**src/rtl/fetch_stall_ctrl.sv**
```systemverilog
// Fetch-side load-use responder: PC, IF/ID and ID/EX control, with freeze, bubble and flush.
// Optional FETCH_STALL_PERF_EN macro compiles in the stall/flush performance counters.
module fetch_stall_ctrl #(
  parameter logic [31:0] RESET_PC  = 32'h0000_0000,
  parameter int          CTRL_W    = 16,
  parameter int          MAX_STALL = 4,
  parameter int          CNT_W     = 16
) (
  input  logic              clk,
  input  logic              reset,
  input  logic              pcwrite,
  input  logic              hazardflag,
  input  logic              branch_taken,
  input  logic [31:0]       branch_target,
  input  logic [31:0]       imem_instr,
  input  logic [CTRL_W-1:0] id_ctrl,
  output logic [31:0]       pc,
  output logic [31:0]       ifid_instr,
  output logic [31:0]       ifid_pcplus4,
  output logic              ifid_valid,
  output logic [CTRL_W-1:0] idex_ctrl,
  output logic              stall_timeout,
  output logic              protocol_err,
  output logic [CNT_W-1:0]  stall_cycles,
  output logic [CNT_W-1:0]  flush_count
);

  // Handshake: hazard unit drives pcwrite=0 together with hazardflag=1 to
  // request a hold; any equal pair is a protocol violation but still stalls.
  localparam int LEN_W = $clog2(MAX_STALL + 1);

  typedef enum logic {RUN, STALL} state_t;

  state_t           state, state_next;
  logic [LEN_W-1:0] stall_len, stall_len_next;
  logic             stall, mismatch, timeout_hit;
  logic [31:0]      pc_plus4;

  assign stall    = ~pcwrite | hazardflag;
  assign mismatch = ~(pcwrite ^ hazardflag);
  assign pc_plus4 = pc + 32'd4;

  always_comb begin
    state_next     = state;
    stall_len_next = stall_len;
    if (branch_taken) begin
      state_next     = RUN;
      stall_len_next = '0;
    end else if (stall) begin
      state_next = STALL;
      if (state == RUN)
        stall_len_next = LEN_W'(1);
      else if (stall_len != LEN_W'(MAX_STALL))
        stall_len_next = stall_len + LEN_W'(1);
    end else begin
      state_next     = RUN;
      stall_len_next = '0;
    end
  end

  assign timeout_hit = ~branch_taken & stall & (stall_len_next == LEN_W'(MAX_STALL));

  always_ff @(posedge clk) begin
    if (reset) begin
      state         <= RUN;
      stall_len     <= '0;
      pc            <= RESET_PC;
      ifid_instr    <= '0;
      ifid_pcplus4  <= '0;
      ifid_valid    <= 1'b0;
      idex_ctrl     <= '0;
      stall_timeout <= 1'b0;
      protocol_err  <= 1'b0;
    end else begin
      state     <= state_next;
      stall_len <= stall_len_next;
      if (mismatch)    protocol_err  <= 1'b1;
      if (timeout_hit) stall_timeout <= 1'b1;
      if (branch_taken) begin
        // Wrong-path fetch is dropped; a coincident stall request is ignored.
        pc           <= branch_target;
        ifid_instr   <= '0;
        ifid_pcplus4 <= '0;
        ifid_valid   <= 1'b0;
        idex_ctrl    <= '0;
      end else if (stall) begin
        idex_ctrl <= '0;
      end else begin
        pc           <= pc_plus4;
        ifid_instr   <= imem_instr;
        ifid_pcplus4 <= pc_plus4;
        ifid_valid   <= 1'b1;
        idex_ctrl    <= id_ctrl;
      end
    end
  end

`ifdef FETCH_STALL_PERF_EN
  always_ff @(posedge clk) begin
    if (reset) begin
      stall_cycles <= '0;
      flush_count  <= '0;
    end else if (branch_taken) begin
      if (flush_count != '1) flush_count <= flush_count + CNT_W'(1);
    end else if (stall) begin
      if (stall_cycles != '1) stall_cycles <= stall_cycles + CNT_W'(1);
    end
  end
`else
  assign stall_cycles = '0;
  assign flush_count  = '0;
`endif

endmodule

```
**config.mk**
```make
export PLATFORM = sky130hd
export DESIGN_NAME = fetch_stall_ctrl
export DESIGN_NICKNAME = d
export VERILOG_FILES = /design/src/rtl/fetch_stall_ctrl.sv
export SDC_FILE = /design/constraint.sdc
export NUM_CORES = 1
export LEC_CHECK = 0
export CAP_MARGIN = 10
export CORE_MARGIN = 2
export CORE_UTILIZATION = 25
export CTS_BUF_LIST = sky130_fd_sc_hd__clkbuf_4 sky130_fd_sc_hd__clkbuf_8 sky130_fd_sc_hd__clkbuf_16
export CTS_CLUSTER_DIAMETER = 200
export CTS_CLUSTER_SIZE = 28
export DETAILED_ROUTE_END_ITERATION = 16
export SETUP_SLACK_MARGIN = 0.4
export SYNTH_ARGS = -nofsm -noshare
export SYNTH_HDL_FRONTEND = slang
export SYNTH_SLANG_ARGS = --single-unit
```
**constraint.sdc**
```tcl
create_clock -name clk -period 5.65 [get_ports clk]
set_clock_uncertainty 0.1 [all_clocks]
set_input_delay 1.13 -clock clk [delete_from_list [all_inputs] [get_ports clk]]
set_output_delay 1.13 -clock clk [all_outputs]
set_load 0.01 [all_outputs]
```
; ---- Yosys cells after proc, flatten, opt, wreduce, memory -nomap -nowiden
; Index checks and enable logic that the tools add are counted.
[totals]
ff_bits = 119
out_inout_bits = 147
elab_cells = 29
[classes]
addsub = 2
n_eq_ne = 3
n_mux = 7
bitwise = 6
reduce_logical = 2
[ops]
columns = cell, count
row1 = 32-bit 2-to-1 mux, 2
row2 = 32-bit by 3-bit adder with 32-bit output (second input constant), 1
row3 = 3-bit 2-to-1 mux, 4
row4 = 3-bit by 1-bit adder with 3-bit output (second input constant), 1
row5 = 3-bit == test (second input constant), 1
row6 = 3-bit != test (second input constant), 1
row7 = 3-bit OR reduction, 1
row8 = 1-bit AND, 2
row9 = 2-bit != test (second input constant), 1
row10 = 1-bit NOT, 2
row11 = 2-bit OR reduction, 1
row12 = 1-bit 2-to-1 mux, 1
row13 = 1-bit bitwise OR, 1
row14 = 1-bit bitwise XOR, 1

; ---- Logic depth before layout (Yosys ltp)
[logic_depth]
ltp_word = 7
mapped_depth = 9
ltp_nobuf = 7

; ---- Worst setup path before layout
; Ideal clock, no wire load.
[synth_timing]
kind = input -> register
start = in hazardflag
end = reg stall_len[0]
arrival_ns = 2.534
setup_slack_ns = 2.956
stages = 7
n_path_buf = 3
path_cell_list = inv_1 -> ha_1 -> clkbuf_1 -> nor3_1 -> clkbuf_1 -> clkbuf_1 -> and2_1
[synth_via]
elab_chain_cells = 3
[synth_rtl]
columns = item, line
row1 = "start, declared", 12  ; input logic hazardflag,
row2 = 1-bit bitwise OR, 39  ; assign stall = ~pcwrite | hazardflag;
row3 = 3-bit 2-to-1 mux, 49  ; end else if (stall) begin
row4 = 3-bit 2-to-1 mux, 46  ; if (branch_taken) begin
row5 = "end signal, assigned", 76  ; stall_len <= stall_len_next;
row6 = "end, declared", 35  ; logic [LEN_W-1:0] stall_len, stall_len_next;
; No other way between the ends.
; A chain may end at the register's enable or synchronous reset.

; ---- Final worst setup path
[layout_timing]
start = in pcwrite
end = reg pc[26]
[layout_via]
elab_chain_cells = 3
[layout_rtl]
columns = item, line
row1 = "start, declared", 11  ; input logic pcwrite,
row2 = 1-bit NOT, 39
row3 = 1-bit bitwise OR, 39
row4 = 2-bit != test (no source line), n/a
row5 = "end signal, assigned", 81  ; pc <= branch_target;
row6 = "end signal, assigned", 89  ; pc <= pc_plus4;
row7 = "end, declared", 17  ; output logic [31:0] pc,
; No other way between the ends.

==> reports/results.txt <==
Data on the critical path is required at its endpoint by 5880 ps. In this run the vertical extent of the chip is 149 µm. Sorting the synthesized cells by area gives the leading types as sky130_fd_sc_hd__dfxtp_1 (46%), sky130_fd_sc_hd__a22o_1 (5.9%), sky130_fd_sc_hd__buf_4 (5.2%). The summed instance area of the synthesized netlist is 5230 µm². In this run the mean area of a mapped cell was 9.37 µm². At the end of routability-driven placement, the weighted congestion stood at 0.762.

No sink is reached through more buffers than the 2 on the longest clock path. STA classifies the critical path startpoint as an input port. The post-DP HPWL came out at 12.1 mm.

In this run the core area contains 52 standard-cell rows. Summed over all instances, the cell type with the most area after synthesis is sky130_fd_sc_hd__dfxtp_1. The worst setup path is captured at a flop. The fraction of the yosys area taken by sequential cells was 45.6%; the clock-pin transition on the worst setup and hold timing paths was 50 ps.

The cell family contributing the most delay on the critical path is simple AND/OR/NAND/NOR gates. The maximum achievable frequency is 324 MHz. The data arrival at the endpoint of the critical path is 3320 ps, and the slew at the pin closest to its max-slew limit is 1150 ps.

Once detail routing completed, the nets flagged for antenna violations numbered 0. In this run the power density over the cells is 288 nW/µm². After detailed routing, the number of remaining DRC violations is 0. Quantity of gates resized following cts: 0. Slowest library cell on the worst path: sky130_fd_sc_hd__nor2_4. Setup violations remaining at the end of the flow were counted as 0. The logs give 0 ps for the sum of negative setup slack and 823 for the total number of nets in the final design. Counting the buffers created by CTS gives 17. For the via count of the first global-routing pass, the log shows 4338. The count of flip-flops with a built-in enable after synthesis is 0. The signal on the critical path passes through clkdlybuf4s50_1, ha_1, inv_1, nor2_4, o21ai_1, o21ai_0. In this run, synthesis produced a sequential element count of 119.

For the highest ir drop seen on vdd, the log shows 0.000141 V. Along the worst path, the maximum fanout reaches 52. The run finished with clean final reports.

For this design the top-level I/O count stands at 232. The run gives 22100 µm² as the die outline area. Before antenna repair, the detailed router went through 4 iterations.

The total overflow left after global routing is 0. The run gives 2083 as the number of fill cells. The number of buffers added on ports is 199, and the number of max-slew violations in the final report is 0. The final period demand of the worst path was 3080 ps. The leakage power of the design is 2.86 nW. In the final routed layout, each cell accounts on average for 16.1 µm.

The overall power is 0.00224 W, and the via count normalized by instance count is 4.45. TritonCTS built the clock tree. The count of clock tree sinks was 119; the share of the core filled with cells was 38.3%. The critical path's largest stage delay is 950 ps, and the DRC marker count from the first detailed-route iteration is 174. Across the run, the number of max-cap violations was 0. Hold timing on the final database bottoms out at a slack of 349 ps. The tree is rooted in a sky130_fd_sc_hd__clkbuf_16. The final standard cell count with taps included and fillers excluded is 1018. The cell count after synthesis came out at 558. The area growth from synthesis to layout is 49.1%. Once placement completed, the tool counted placed cells totaling 985. Critical setup path kind: input port to flop. The number of setup buffers added after CTS is 0. The count of synthesis-stage warnings from yosys was 0.

The tools report the remaining max-slew budget at the tightest pin as 23.3%. Number of buffers inserted by hold repair at cts: 0. The tools report the final-report hold violation count as 0. Die span in x: 149 µm. In the synthesized netlist the dominant register cell turns out to be sky130_fd_sc_hd__dfxtp_1.

Setup repair after global routing left no endpoint under its margin. The post-route netlist has 7.23% of its cells at a drive strength greater than 1. The tools report the pin count of the biggest net entering global routing as 53.

The top cell types in the final layout, fill and taps aside, are sky130_fd_sc_hd__clkdlybuf4s50_1 (199), sky130_fd_sc_hd__dfxtp_1 (119), sky130_fd_sc_hd__nor2_1 (47), sky130_fd_sc_hd__nand2_1 (41), sky130_fd_sc_hd__a22o_1 (35). The initial utilization of the core area, before any placement, comes to 25.7%. For the global-route wire length before repair, the log shows 24.9 mm. The total number of H-tree levels was 4; the number of distinct standard cells referenced by the synthesized netlist was 55.

Of all flip-flops after synthesis, the portion carrying an async set or reset was 0%. The routed layout has 4529 vias. The core region is 20400 µm². In this run the worst hold path is classified as flop to flop.

Dividing the final minimum period by the clock period gives 54.6%. Global routing used 14.7% of the available tracks across all layers. The library cell used most frequently in the layout, excluding fill and tap cells, is sky130_fd_sc_hd__clkdlybuf4s50_1.

The final wirelength is 16.4 mm, and the number of antenna violations at the first check in global routing is 1. Counting both buffers and inverters, the worst setup path holds a total of 2. At the later pin of the worst-skew pair, clock insertion delay measures 410 ps. In this run the biggest area consumer among cell types represents 45.6% of the synthesized area.
==> layout make-up <==
cell class / count / area (µm²) / share of cell area (%)
Multi-Input combinational cell: 384 / 2390 / 30.7
Sequential cell: 119 / 2380 / 30.6
Tap cell: 270 / 338 / 4.34
Clock buffer: 23 / 489 / 6.28
Clock inverter: 9 / 123 / 1.57
Timing Repair Buffer: 205 / 2040 / 26.1
Antenna cell: 1 / 2.50 / 0.0321
Inverter: 7 / 26.3 / 0.337
==> cells in the mapped netlist, types with 6 or more instances <==
cell and count:
sky130_fd_sc_hd__clkbuf_1 23, sky130_fd_sc_hd__nand3_1 20, sky130_fd_sc_hd__dfxtp_1 119, sky130_fd_sc_hd__nor2_1 48, sky130_fd_sc_hd__nor3_1 9, sky130_fd_sc_hd__a22o_1 35
sky130_fd_sc_hd__xnor2_1 28, sky130_fd_sc_hd__nand2_1 41, sky130_fd_sc_hd__mux2i_1 6, sky130_fd_sc_hd__and2_1 19, sky130_fd_sc_hd__and3_1 8, sky130_fd_sc_hd__buf_4 36
sky130_fd_sc_hd__a21oi_1 18, sky130_fd_sc_hd__inv_1 7, sky130_fd_sc_hd__o21ai_0 22, sky130_fd_sc_hd__xor2_1 18, sky130_fd_sc_hd__a211oi_1 17, sky130_fd_sc_hd__nand4_1 16
==> state kept, by name, indices dropped and copies added, names as in the netlist <==
name,flops
state,1
ifid_pcplus4,32
idex_ctrl,16
stall_len,3
ifid_valid,1
ifid_instr,32
pc,32
protocol_err,1
stall_timeout,1
==> tightest hold or removal path: cells and delay by family (launching register included) <==
kind / cells / cell delay (ps)
flip-flops: 1 / 320
AND/OR/NAND/NOR: 1 / 50
AO/OA/AOI/OAI: 1 / 50
==> per-layer routing <==
layer / GRT usage (%) / wire length (µm) / up-vias / part of all wire, %
met3: 4.75 / 1230 / 14 / 7.5
met4: 4.29 / 178 / 0 / 1.1
met1: 19.0 / 7520 / 2131 / 46
li1: - / - / 2237 / -
met2: 23.4 / 7510 / 147 / 46
met5: 0 / 0 / - / 0
==> metrics by stage <==
| step | area, µm² | worst slack (ps) |
|---|---|---|
| after CTS | 7790 | 2530 |
| after floorplan | 5340 | 2960 |
| after detailed placement | 7180 | 2120 |
| after global routing | 7790 | 2270 |
| final | 7790 | 2570 |
| after global placement | 7180 | 2090 |
==> final timing paths <==
path	cells past startpoint	slack (ps)	endpoint	startpoint
max	6	2570	pc[26]	pcwrite
min	2	350	ifid_pcplus4[13]	ifid_pcplus4[13]
max reg2reg	5	3290	pc[27]	pc[11]
min reg2reg	2	350	ifid_pcplus4[13]	ifid_pcplus4[13]
==> power by group <==
group / internal (W) / total [W] / switching (W)
clock: 0.000739 / 0.00111 / 0.000374
combinational: 0.000128 / 0.000226 / 0.0000975
sequential: 0.000867 / 0.000905 / 0.0000379
==> logic make-up (layout without fill, tap and decap cells) <==
family	Yosys count	in the layout	synth area share, %
and+or+nand+nor	187	187	18.9
buffers and inverters	86	244	11.1
adders and majority gates	4	4	0.958
xor gates and xnor gates	46	46	7.71
other	1	33	0.0718
muxes	6	6	1.15
DFF	119	119	45.6
AOI/OAI and AO/OA	109	109	14.6
Power figures use the tool's default switching activity.
